File: src/rtl/mult_pkg.sv
// Shared types and constants for the sequential nibble multiplier.
// Includes the FSM encoding, widths, partial-product shifts and the operand magnitude helper.
package mult_pkg;

   localparam int OPW  = 8;
   localparam int NIBW = 4;
   localparam int PW   = 16;

   localparam int SH_PP0 = 0;
   localparam int SH_PP1 = 4;
   localparam int SH_PP2 = 4;
   localparam int SH_PP3 = 8;

   typedef enum logic [2:0] {
      IDLE = 3'd0,
      PP0  = 3'd1,
      PP1  = 3'd2,
      PP2  = 3'd3,
      PP3  = 3'd4,
      FIN  = 3'd5,
      DONE = 3'd6
   } state_t;

   // -128 (8'h80) maps to 8'h80, which is still the correct unsigned magnitude.
   function automatic logic [OPW-1:0] operand_mag(input logic [OPW-1:0] x, input logic signed_mode);
      logic [OPW-1:0] mag;
      if (signed_mode && x[OPW-1]) begin
         mag = ~x + 8'd1;
      end else begin
         mag = x;
      end
      return mag;
   endfunction

endpackage

File: src/rtl/nibble_mult_4x4.sv
// Combinational unsigned 4x4 -> 8 multiplier.
// A single copy is shared across all four partial products.
module nibble_mult_4x4
   import mult_pkg::*;
(
   input  logic [NIBW-1:0]   x,
   input  logic [NIBW-1:0]   y,
   output logic [2*NIBW-1:0] prod
);

   assign prod = (2*NIBW)'(x) * (2*NIBW)'(y);

endmodule

File: src/rtl/nibble_mult_seq.sv
// Multi-cycle 8x8 multiplier that reuses one 4x4 nibble multiplier over four states.
// Operands and the product each use a valid/ready handshake; the sign is applied after accumulation.
module nibble_mult_seq
   import mult_pkg::*;
#(
   parameter bit SIGNED_MODE = 1'b1
)
(
   input  logic           clk,
   input  logic           rst_n,
   input  logic           in_valid,
   output logic           in_ready,
   input  logic [OPW-1:0] a,
   input  logic [OPW-1:0] b,
   output logic           out_valid,
   input  logic           out_ready,
   output logic [PW-1:0]  p,
   output logic           busy
);

   state_t              state_r;
   logic [OPW-1:0]      mag_a_r;
   logic [OPW-1:0]      mag_b_r;
   logic                neg_r;
   logic [PW-1:0]       acc_r;
   logic [PW-1:0]       p_r;
   logic                out_valid_r;
   logic                in_ready_r;
   logic                busy_r;

   logic [NIBW-1:0]     nib_a_s;
   logic [NIBW-1:0]     nib_b_s;
   logic [2*NIBW-1:0]   pp_s;
   logic [PW-1:0]       pp_shift_s;

   // Select operand nibbles and the alignment of the current partial product.
   always_comb begin
      nib_a_s    = {NIBW{1'b0}};
      nib_b_s    = {NIBW{1'b0}};
      pp_shift_s = {PW{1'b0}};
      case (state_r)
         PP0: begin
            nib_a_s    = mag_a_r[3:0];
            nib_b_s    = mag_b_r[3:0];
            pp_shift_s = PW'(pp_s) << SH_PP0;
         end
         PP1: begin
            nib_a_s    = mag_a_r[7:4];
            nib_b_s    = mag_b_r[3:0];
            pp_shift_s = PW'(pp_s) << SH_PP1;
         end
         PP2: begin
            nib_a_s    = mag_a_r[3:0];
            nib_b_s    = mag_b_r[7:4];
            pp_shift_s = PW'(pp_s) << SH_PP2;
         end
         PP3: begin
            nib_a_s    = mag_a_r[7:4];
            nib_b_s    = mag_b_r[7:4];
            pp_shift_s = PW'(pp_s) << SH_PP3;
         end
         default: begin
            nib_a_s    = {NIBW{1'b0}};
            nib_b_s    = {NIBW{1'b0}};
            pp_shift_s = {PW{1'b0}};
         end
      endcase
   end

   nibble_mult_4x4 u_nib_mult (
      .x    (nib_a_s),
      .y    (nib_b_s),
      .prod (pp_s)
   );

   // Controller FSM: capture, accumulate, sign-correct and hold the product until taken.
   always_ff @(posedge clk or negedge rst_n) begin
      if (!rst_n) begin
         state_r     <= IDLE;
         mag_a_r     <= {OPW{1'b0}};
         mag_b_r     <= {OPW{1'b0}};
         neg_r       <= 1'b0;
         acc_r       <= {PW{1'b0}};
         p_r         <= {PW{1'b0}};
         out_valid_r <= 1'b0;
         in_ready_r  <= 1'b0;
         busy_r      <= 1'b0;
      end else begin
         case (state_r)
            IDLE: begin
               if (in_valid && in_ready_r) begin
                  mag_a_r    <= operand_mag(a, SIGNED_MODE);
                  mag_b_r    <= operand_mag(b, SIGNED_MODE);
                  neg_r      <= SIGNED_MODE ? (a[OPW-1] ^ b[OPW-1]) : 1'b0;
                  acc_r      <= {PW{1'b0}};
                  state_r    <= PP0;
                  in_ready_r <= 1'b0;
                  busy_r     <= 1'b1;
               end else begin
                  in_ready_r <= 1'b1;
               end
            end
            PP0: begin
               acc_r   <= acc_r + pp_shift_s;
               state_r <= PP1;
            end
            PP1: begin
               acc_r   <= acc_r + pp_shift_s;
               state_r <= PP2;
            end
            PP2: begin
               acc_r   <= acc_r + pp_shift_s;
               state_r <= PP3;
            end
            PP3: begin
               acc_r   <= acc_r + pp_shift_s;
               state_r <= FIN;
            end
            FIN: begin
               // A zero magnitude stays zero after negation, so neg needs no special case.
               p_r         <= neg_r ? (~acc_r + 16'd1) : acc_r;
               out_valid_r <= 1'b1;
               state_r     <= DONE;
            end
            DONE: begin
               if (out_ready) begin
                  out_valid_r <= 1'b0;
                  state_r     <= IDLE;
                  in_ready_r  <= 1'b1;
                  busy_r      <= 1'b0;
               end else begin
                  out_valid_r <= 1'b1;
               end
            end
            default: begin
               state_r     <= IDLE;
               out_valid_r <= 1'b0;
               in_ready_r  <= 1'b0;
               busy_r      <= 1'b0;
            end
         endcase
      end
   end

   assign in_ready  = in_ready_r;
   assign out_valid = out_valid_r;
   assign p         = p_r;
   assign busy      = busy_r;

endmodule
File: config.mk
export PLATFORM = sky130hd
export DESIGN_NAME = nibble_mult_seq
export DESIGN_NICKNAME = d
export VERILOG_FILES = /design/src/rtl/mult_pkg.sv /design/src/rtl/nibble_mult_4x4.sv /design/src/rtl/nibble_mult_seq.sv
export SDC_FILE = /design/constraint.sdc
export NUM_CORES = 1
export LEC_CHECK = 0
export ABC_AREA = 1
export CORE_MARGIN = 2
export CORE_UTILIZATION = 35
export DETAILED_ROUTE_END_ITERATION = 12
export PLACE_DENSITY_LB_ADDON = 0.15
export SYNTH_ARGS = -nofsm -noshare
export SYNTH_HDL_FRONTEND = slang
export SYNTH_SLANG_ARGS = --single-unit
File: constraint.sdc
create_clock -name clk -period 8.7 [get_ports clk]
set_input_delay 1.74 -clock clk [delete_from_list [all_inputs] [get_ports clk]]
set_output_delay 1.74 -clock clk [all_outputs]
set_load 0.005 [all_outputs]
# Word-level counts from Yosys, hierarchy flattened
# Index checks and enable logic that the tools add are counted.
word_totals:
  mem_count: 0
  mem_bits_ro: 0
  ram_bits: 0
  out_inout_bits: 19
  latch_bits: 0
  regBits: 55
  in_bits: 20
op_classes:
  multipliers: 1
  mux: 19
  eq_ne: 8
  shift: 0
  reduce_logical: 16
  magnitude_cmp: 0
  add_sub_neg: 4
  n_div: 0
  bitwise_logic: 5
op_table:
  columns: ["operator", "count"]
  rows:
  - ["one-hot mux 16 bit (3 select lines)", 1]
  - ["2-to-1 mux 16 bit", 2]
  - ["one-hot mux 16 bit (2 select lines)", 1]
  - ["one-hot mux 3 bit (7 select lines)", 1]
  - ["adder 16 x 1 -> 16 bit (second input constant)", 1]
  - ["adder 16 bit", 1]
  - ["adder 8 x 1 -> 8 bit (second input constant)", 2]
  - ["2-to-1 mux 8 bit", 2]
  - ["NOT 16 bit", 1]
  - ["NOT 8 bit", 2]
  - ["one-hot mux 4 bit (2 select lines)", 2]
  - ["OR reduction 2 bit", 5]
  - ["OR reduction 5 bit", 2]
  - ["equality test 3 bit (second input constant)", 3]
  - ["one-hot mux 1 bit (3 select lines)", 3]
  - ["multiplier 4 x 4 -> 8 bit", 1]
  - ["AND reduction 2 bit", 4]
  - ["equality test 3 x 2 -> 1 bit (second input constant)", 2]
  - ["2-to-1 mux 3 bit", 2]
  - ["2-to-1 mux 1 bit", 5]
  - ["inequality test 2 bit (second input constant)", 2]
  - ["OR reduction 4 bit", 1]
  - ["equality test 3 x 1 -> 1 bit (second input constant)", 1]
  - ["zero test 3 bit", 1]
  - ["other kinds (5)", 5]

# Depth between registers and ports, before layout
# Gate-level depths: netlist (run 1).
depth:
  ltp_word: 7
  mapped_depth: 29

# Cells and area by module
# Synthesis (run 1) repeated with hierarchy kept, for this count alone.
hier_totals:
  hier_cells: 646
  area_unflattened_um2: 4314.1
by_module_without_submodules:
  columns: ["mod", "area_each_um2", "instances", "cells_per_inst", "seq_area_each_um2"]
  rows:
  - ["nibble_mult_seq", 3846.2, 1, 576, 1376.3]
  - ["nibble_mult_4x4", 467.9, 1, 70, 0.0]

# Worst setup path before layout (run 1)
# Ideal clock, no wire load.
synth_path:
  kind: "reg-to-reg"
  from: "register state_r[1]"
  to: "register acc_r[13]"
  setup_ns: 0.117
  synth_period_minus_slack_ns: 4.442
  path_stages_with_launch: 24
  t_arrival_ns: 4.325
  n_path_buf: 0
  slack_ns: 4.258
  path_cell_list: "dfrtp_1 > nor2_2 > inv_2 > nor2_4 > a21oi_2 > o21ai_2 > nand2_1 > fa_1 > inv_1 > fa_1 > inv_1 > fa_1 > o21ai_0 > xnor2_1 > o22ai_1 > ha_1 > nand2_1 > nand2_1 > a21oi_1 > nor2_1 > nor3_1 > nand3_1 > nand3_1 > nand2_1"
synth_between:
  elab_chain_len: 7
  elab_cells_between_ends: 20
synth_lines:
  columns: ["element", "line", "text"]
  rows:
  - ["start: declaration", "nibble_mult_seq.sv:21", "state_t state_r;"]
  - ["start signal: assignment", "nibble_mult_seq.sv:79", "state_r <= IDLE;"]
  - ["start signal: assignment", "nibble_mult_seq.sv:96", "state_r <= PP0;"]
  - ["start signal: assignment", "nibble_mult_seq.sv:105", "state_r <= PP1;"]
  - ["equality test 3 bit (tied with other cells)", "nibble_mult_seq.sv:41, nibble_mult_seq.sv:89", null]
  - ["OR reduction 2 bit (no line)", null, null]
  - ["one-hot mux 4 bit (2 select lines)", "nibble_mult_seq.sv:41", "case (state_r)"]
  - ["multiplier 4 x 4 -> 8 bit", "nibble_mult_4x4.sv:11", "assign prod = (2*NIBW)'(x) * (2*NIBW)'(y);"]
  - ["one-hot mux 16 bit (3 select lines)", "nibble_mult_seq.sv:41", null]
  - ["adder 16 bit", null, null]
  - ["one-hot mux 16 bit (2 select lines)", "nibble_mult_seq.sv:89", "case (state_r)"]
  - ["end signal: assignment", "nibble_mult_seq.sv:104", "acc_r <= acc_r + pp_shift_s;"]
  - ["end signal: assignment", "nibble_mult_seq.sv:108", "acc_r <= acc_r + pp_shift_s;"]
  - ["end signal: assignment", "nibble_mult_seq.sv:112", "acc_r <= acc_r + pp_shift_s;"]
  - ["end: declaration", "nibble_mult_seq.sv:25", "logic [PW-1:0] acc_r;"]
# Parallel ways exist; a longest one is shown, timed or not.
# A chain may end at the register's enable or synchronous reset.

# Worst setup path in the final report (run 1)
layout_path:
  from: "register state_r[1]"
  to: "register acc_r[10]"
# Same word-level chain as after synthesis.

==> results.json, run 1 <==
{
  "final.setup_skew_ps": 7.55,
  "tns_ps": 0,
  "cpPeakStageDelay_ps": 540,
  "maxSlewViolCount": 0,
  "wl_per_cell_um": 13.3,
  "routabilityCongestion": 0.965,
  "clkLatencyLatePin_ps": 300,
  "fp.dieW_um": 115,
  "viasPerCell": 4.90,
  "synth-async-reset-ratio": 1.00,
  "cts_resized": 0,
  "final_cells": 816,
  "crit_fanout": 5,
  "path_clk_slew_ps": 80,
  "ys_ff_latch": 55,
  "pin_count": 39,
  "synth_fp_nets": 666,
  "drv_cap": 0,
  "worst_slew_pin_slew_ps": 1000,
  "synth_area_leader_cell": "dfrtp_1",
  "period_needed_ps": 4950,
  "cts_hold_buffers": 0,
  "die_area_um2": 13300,
  "ys_warn_count": 0,
  "crit_chain": "nor2_2 -> inv_2 -> nor2_4 -> a21oi_2 -> o21ai_2 -> nand2_1 -> fa_1 -> inv_1 -> fa_1 -> ha_1 -> nand2_1 -> nand2_1 -> and2_1 -> xor2_1 -> inv_1 -> o22ai_1 -> ha_1 -> a21oi_1 -> o21ai_0 -> nand2_1 -> nand3_1 -> or2_2 -> nand3_1 -> o21ai_0",
  "cts_max_level": 2,
  "slew_headroom": 0.330,
  "synth_cell_types": 40,
  "hold_viol": 0,
  "power_per_cell_area_nw_per_um2": 294,
  "grt_overflow_total": 0,
  "antenna_found_initial": 0,
  "grt_max_degree": 56,
  "setup_viol": 0,
  "synth_area_um2": 4350,
  "finalPower_mw": 1.48,
  "drt_iter0_drc": 211,
  "synth_top_cells_by_count": "nand2_1 (172), inv_1 (83), dfrtp_1 (55), nand3_1 (46)",
  "holdWs_ps": 482,
  "io_buffers": 38,
  "vdd_ir_drop_max_v": 0.000107,
  "postLayoutCoreUtil": 0.418,
  "critical_path_arrival_ps": 5100,
  "drcViolationCount": 0,
  "layout_worst_path_cycle_share": 0.569,
  "nets": 703,
  "outcome": "finished clean",
  "cts_setup_buffers": 0,
  "dpl_cell_area_um2": 4880,
  "grt_pass1_wl_um": 18100,
  "drive_above_1_share": 0.0694,
  "rows": 40,
  "fin_ws_ps": 3750,
  "cp_common_cell": "nand2_1",
  "place_hpwl_um": 8720,
  "crit_buf_inv": 3,
  "diodes": 0,
  "dp_slack_ps": 3770,
  "core_area_um2": 12100,
  "fin_area_um2": 5040,
  "area_delta_synth_final_pct": 15.9,
  "numCtsBuffers": 5,
  "fillers": 1267,
  "initial_utilization": 0.361,
  "worst_ep_required_time_ps": 8850,
  "cts_buffer_depth": 2,
  "clkSinkCount": 55,
  "die_y_um": 115,
  "yosysMostFrequentCell": "nand2_1",
  "grt_pass1_vias": 3881,
  "wl_um": 10900,
  "p_leak_nw": 2.62,
  "synth_top_cell_area_share": 0.316,
  "drt_pass1_iterations": 6,
  "start_kind": "flop",
  "synth_ff_type": "dfrtp_1",
  "max_freq_mhz": 202,
  "ff_latch_area_um2": 1380,
  "rsz0062_at_grt": "no",
  "synthCells": 611,
  "track_usage": 0.170,
  "synth_edf_count": 0,
  "cpMaxStageDelayCell": "fa_1",
  "cts-root-buf": "clkbuf_16",
  "ys_seq_area_frac": 0.316,
  "cts_tree": "done",
  "synthTopCellsByArea": "dfrtp_1 (32%), nand2_1 (15%), ha_1 (8.6%)",
  "hold_path.class": "flop to flop",
  "critical_path.top_delay_family": "adder cells",
  "endpoint_kind": "flop",
  "dpl.cell_count": 809,
  "vias": 4002,
  "crit_type": "flop to flop",
  "multi_input_area_um2": 2570,
  "antenna_left": 0,
  "syn-mean-instance-area_um2": 7.12
}
==> worst min-delay path, stage by stage, from the launching register on <==
cell	delay, ps
dfrtp_1	340
nand2_1	50
nand2_1	50
==> final timing paths <==
| kind | startpoint | slack, ps | to | cells after the start |
|---|---|---|---|---|
| max | state_r[1] | 3750 | acc_r[10] | 24 |
| min | p[10] | 480 | p[10] | 2 |
| max reg2reg | state_r[1] | 3750 | acc_r[10] | 24 |
| min reg2reg | p[10] | 480 | p[10] | 2 |
| max in group asynchronous | rst_n | 6630 | mag_b_r[0] | 2 |
| min in group asynchronous | rst_n | 1570 | acc_r[7] | 2 |
==> kinds of logic (layout without fill, tap and decap cells) <==
group / Yosys count / count (layout) / synth area share
flip-flops: 55 / 55 / 0.316
XOR/XNOR: 23 / 23 / 0.0463
AO/OA/AOI/OAI: 98 / 98 / 0.136
buffers and inverters: 100 / 137 / 0.0929
AND/OR/NAND/NOR: 300 / 300 / 0.299
adder cells (fa/ha/maj): 35 / 35 / 0.109
==> sequential cells by signal, indices dropped and copies added, names as in the netlist <==
signal and cells:
state_r 3, out_valid 1, in_ready 1, mag_b_r 8
acc_r 16, neg_r 1, p 16, mag_a_r 8
busy 1
==> cell usage in the layout (no fill, tap or decap), drive strengths merged <==
cell           netlist  final
nand2              178    178
inv                 90     90
o21ai               58     58
dfrtp               55     55
nor2                49     49
nand3               46     46
clkdlybuf4s50        0     37
ha                  30     30
a21oi               20     20
xor2                18     18
o22ai               12     12
nor3                12     12
nand4                6      6
xnor2                5      5
fa                   5      5
clkbuf               2      5
or2                  5      5
a21o                 3      3
and2                 2      2
a31oi                2      2
buf                  7      2
o41ai                1      1
clkinv               1      1
a41oi                1      1
nor4                 1      1
nand3b               1      1
o31ai                1      1
clkinvlp             0      1
bufinv               0      1
==> power by group <==
| part | total [mW] | leakage [nW] | switching, mW | internal, mW |
|---|---|---|---|---|
| clock | 0.234 | 0.0759 | 0.0996 | 0.135 |
| combinational | 0.801 | 1.83 | 0.502 | 0.299 |
| sequential | 0.450 | 0.714 | 0.0932 | 0.356 |
==> layout make-up <==
| class | count | share of cell area |
|---|---|---|
| clock buffers | 5 | 0.0248 |
| inverters | 91 | 0.0677 |
| repair buffers | 39 | 0.0759 |
| clock inverters | 2 | 0.00744 |
| flip-flops and latches | 55 | 0.273 |
| well taps | 168 | 0.0417 |
| multi-input cells | 456 | 0.509 |
==> layer usage <==
layer  routed length [um]  up-vias  track usage
li1                     -     2050            -
met1                 4740     1856        0.207
met5                    0        -            0
met3                  392       15       0.0288
met4                  191        0       0.0426
met2                 5550       81        0.313
No activity file was read; power rests on OpenSTA's default activity.
==> run 2, diff against run 1 <==
==> constraint.sdc (replaced) <==
create_clock -name clk -period 4.35 [get_ports clk]
set_input_delay 0.87 -clock clk [delete_from_list [all_inputs] [get_ports clk]]
set_output_delay 0.87 -clock clk [all_outputs]
set_load 0.005 [all_outputs]
==> run 2 against run 1 <==
Critical path type unchanged. Wire length up 8.2%. Core utilization increased by 6.6 points. Non-clock buffer count grew 60. Clock power increased by 83%. Critical path depth did not move. Sequential cell count unchanged. Via count rose by 6.1%. Clock skew is 8.4 ps higher. Sequential power rose by 100%. Register-to-register slack worse by 3800 ps. Largest power group unchanged. Sequential share of layout area fell by 3.7 points. The flow now finishes with violations (negative setup slack). First-iteration DRC count shrank 16%.
==> results.json, run 2 (same netlist as run 1, synthesis figures left out) <==
{
  "outcome": "finished with violations",
  "violations": "negative setup slack",
  "layout_common_cells": "nand2_1 (154), inv_1 (80), buf_4 (59)",
  "tns_ps": -33.3,
  "path_clk_slew_ps": 80,
  "worst_slew_pin_slew_ps": 974,
  "crit_fanout": 5,
  "antenna_found_initial": 0,
  "die_y_um": 115,
  "clkLatencyLatePin_ps": 310,
  "drt_pass1_iterations": 4,
  "p_switching_mw": 1.58,
  "pwr-share-seq": 0.264,
  "combinationalPowerShare": 0.611,
  "power_frac_clock": 0.124,
  "drv_cap": 0,
  "place_hpwl_um": 9270,
  "grtUsageMet2": 0.350,
  "antenna_left": 0,
  "die_area_um2": 13300,
  "critical_path_arrival_ps": 4560,
  "io_buffers": 38,
  "drive_above_1_share": 0.231,
  "dp_slack_ps": -316,
  "cts_max_level": 2,
  "crit_type": "flop to flop",
  "vias": 4245,
  "rows": 40,
  "grt_overflow_total": 0,
  "met3_usage": 0.0377,
  "area_delta_synth_final_pct": 34.2,
  "grt_pass1_vias": 4332,
  "dpl.cell_count": 852,
  "fp.dieW_um": 115,
  "final_cells": 877,
  "grt_max_degree": 32,
  "fin_ws_ps": -15.4,
  "p_int_mw": 1.86,
  "worst_ep_required_time_ps": 4550,
  "maxSlewViolCount": 0,
  "final.setup_skew_ps": 15.9,
  "final_common_cell": "nand2_1",
  "switching_share": 0.459,
  "cts_buffer_depth": 2,
  "vdd_ir_drop_max_v": 0.000260,
  "core_area_um2": 12100,
  "wl_um": 11800,
  "nets": 763,
  "wl_per_cell_um": 13.4,
  "cts-root-buf": "clkbuf_16",
  "power_per_cell_area_nw_per_um2": 590,
  "numCtsBuffers": 5,
  "max_freq_mhz": 229,
  "hold_path.class": "flop to flop",
  "period_needed_ps": 4370,
  "rsz0062_at_grt": "yes",
  "routabilityCongestion": 0.945,
  "viasPerCell": 4.84,
  "cts_hold_buffers": 0,
  "drcViolationCount": 0,
  "start_kind": "flop",
  "met1_usage": 0.212,
  "layout_worst_path_cycle_share": 1.00,
  "pin_count": 39,
  "diodes": 0,
  "drt_iter0_drc": 177,
  "p_leak_nw": 2.96,
  "grt_pass1_wl_um": 19900,
  "slew_headroom": 0.349,
  "grt.busiest_layer": "met2",
  "clkSinkCount": 55,
  "setup_viol": 3,
  "track_usage": 0.188,
  "initial_utilization": 0.361,
  "endpoint_kind": "flop",
  "hold_viol": 0,
  "fillers": 1227,
  "cts_tree": "done"
}
-- run 2: power groups by stage --
stage,clock network (mW),registers [mW],logic (mW)
floorplan,0,0.857,1.18
global route,0.455,0.940,2.37
CTS,0.440,0.905,1.96
detailed placement,0,0.909,1.84
finish,0.428,0.911,2.11
global placement,0,0.907,1.82
-- run 2: worst max-delay path, cell delays in order (launching register included) --
cell and delay [ps]:
dfrtp_2 450, inv_2 60, nor2_4 200, nand2_2 120, nand2_4 110, nand2_2 50
o21ai_2 70, nand2_2 80, fa_1 530, inv_1 50, fa_1 510, inv_1 60
fa_2 370, o21ai_2 170, xnor2_2 170, o22ai_1 110, ha_1 400, nand2_2 100
nor2_2 120, and2_1 130, nand2_1 80, nand2_2 110, nand3_1 80, nand3_1 80
nand2_1 50
-- run 2: cell type report --
| cell class | count | area (um2) | share of cell area |
|---|---|---|---|
| multi-input cells | 456 | 2920 | 0.500 |
| clock buffers | 5 | 125 | 0.0214 |
| inverters | 91 | 342 | 0.0585 |
| clock inverters | 3 | 23.8 | 0.00407 |
| repair buffers | 99 | 841 | 0.144 |
| flip-flops and latches | 55 | 1380 | 0.236 |
| well taps | 168 | 210 | 0.0360 |
-- run 2: path summary, 6_finish.rpt --
path | slack (ps) | endpoint | cells past startpoint | from
setup / recovery | -20 | acc_r[15] | 24 | state_r[1]
hold / removal | 490 | p[14] | 2 | p[14]
setup reg to reg | -20 | acc_r[15] | 24 | state_r[1]
hold reg to reg | 490 | p[14] | 2 | p[14]
max in group asynchronous | 2880 | busy | 2 | rst_n
min in group asynchronous | 610 | acc_r[14] | 1 | rst_n
-- run 2: repair_timing --
action | CTS | global route
setup endpoints to repair | 11 | 11
resized for setup | 26 | 52
buffers inserted | 9 | 8
gates cloned | 0 | 0
pin swaps | 26 | 17
-- run 2: stage by stage --
step / total power [mW] / area, um2 / hold slack, ps / util
final: 3.45 / 5840 / 486 / 0.484
after global routing: 3.77 / 5840 / 514 / 0.484
after CTS: 3.30 / 5560 / 492 / 0.461
after detailed placement: 2.75 / 5210 / 470 / 0.432
after global placement: 2.72 / 5210 / 466 / 0.432
after floorplan: 2.04 / 4360 / 451 / -
-- run 2: routing by layer --
metal / part of all wire / vias up / routed length, um
met5: 0 / - / 0
met2: 0.52 / 70 / 6170
met3: 0.035 / 18 / 408
met4: 0.022 / 0 / 255
met1: 0.42 / 1986 / 4930
li1: - / 2171 / -
==> run 3, diff against run 2 <==
--- a/config.mk
+++ b/config.mk
@@ -6,6 +6,7 @@
 export NUM_CORES = 1
 export LEC_CHECK = 0
 export ABC_AREA = 1
+export CAP_MARGIN = 20
 export CORE_MARGIN = 2
 export CORE_UTILIZATION = 35
 export DETAILED_ROUTE_END_ITERATION = 12
==> results of run 3 <==
No change in the layout: final DEF, timing and power equal those of run 2.
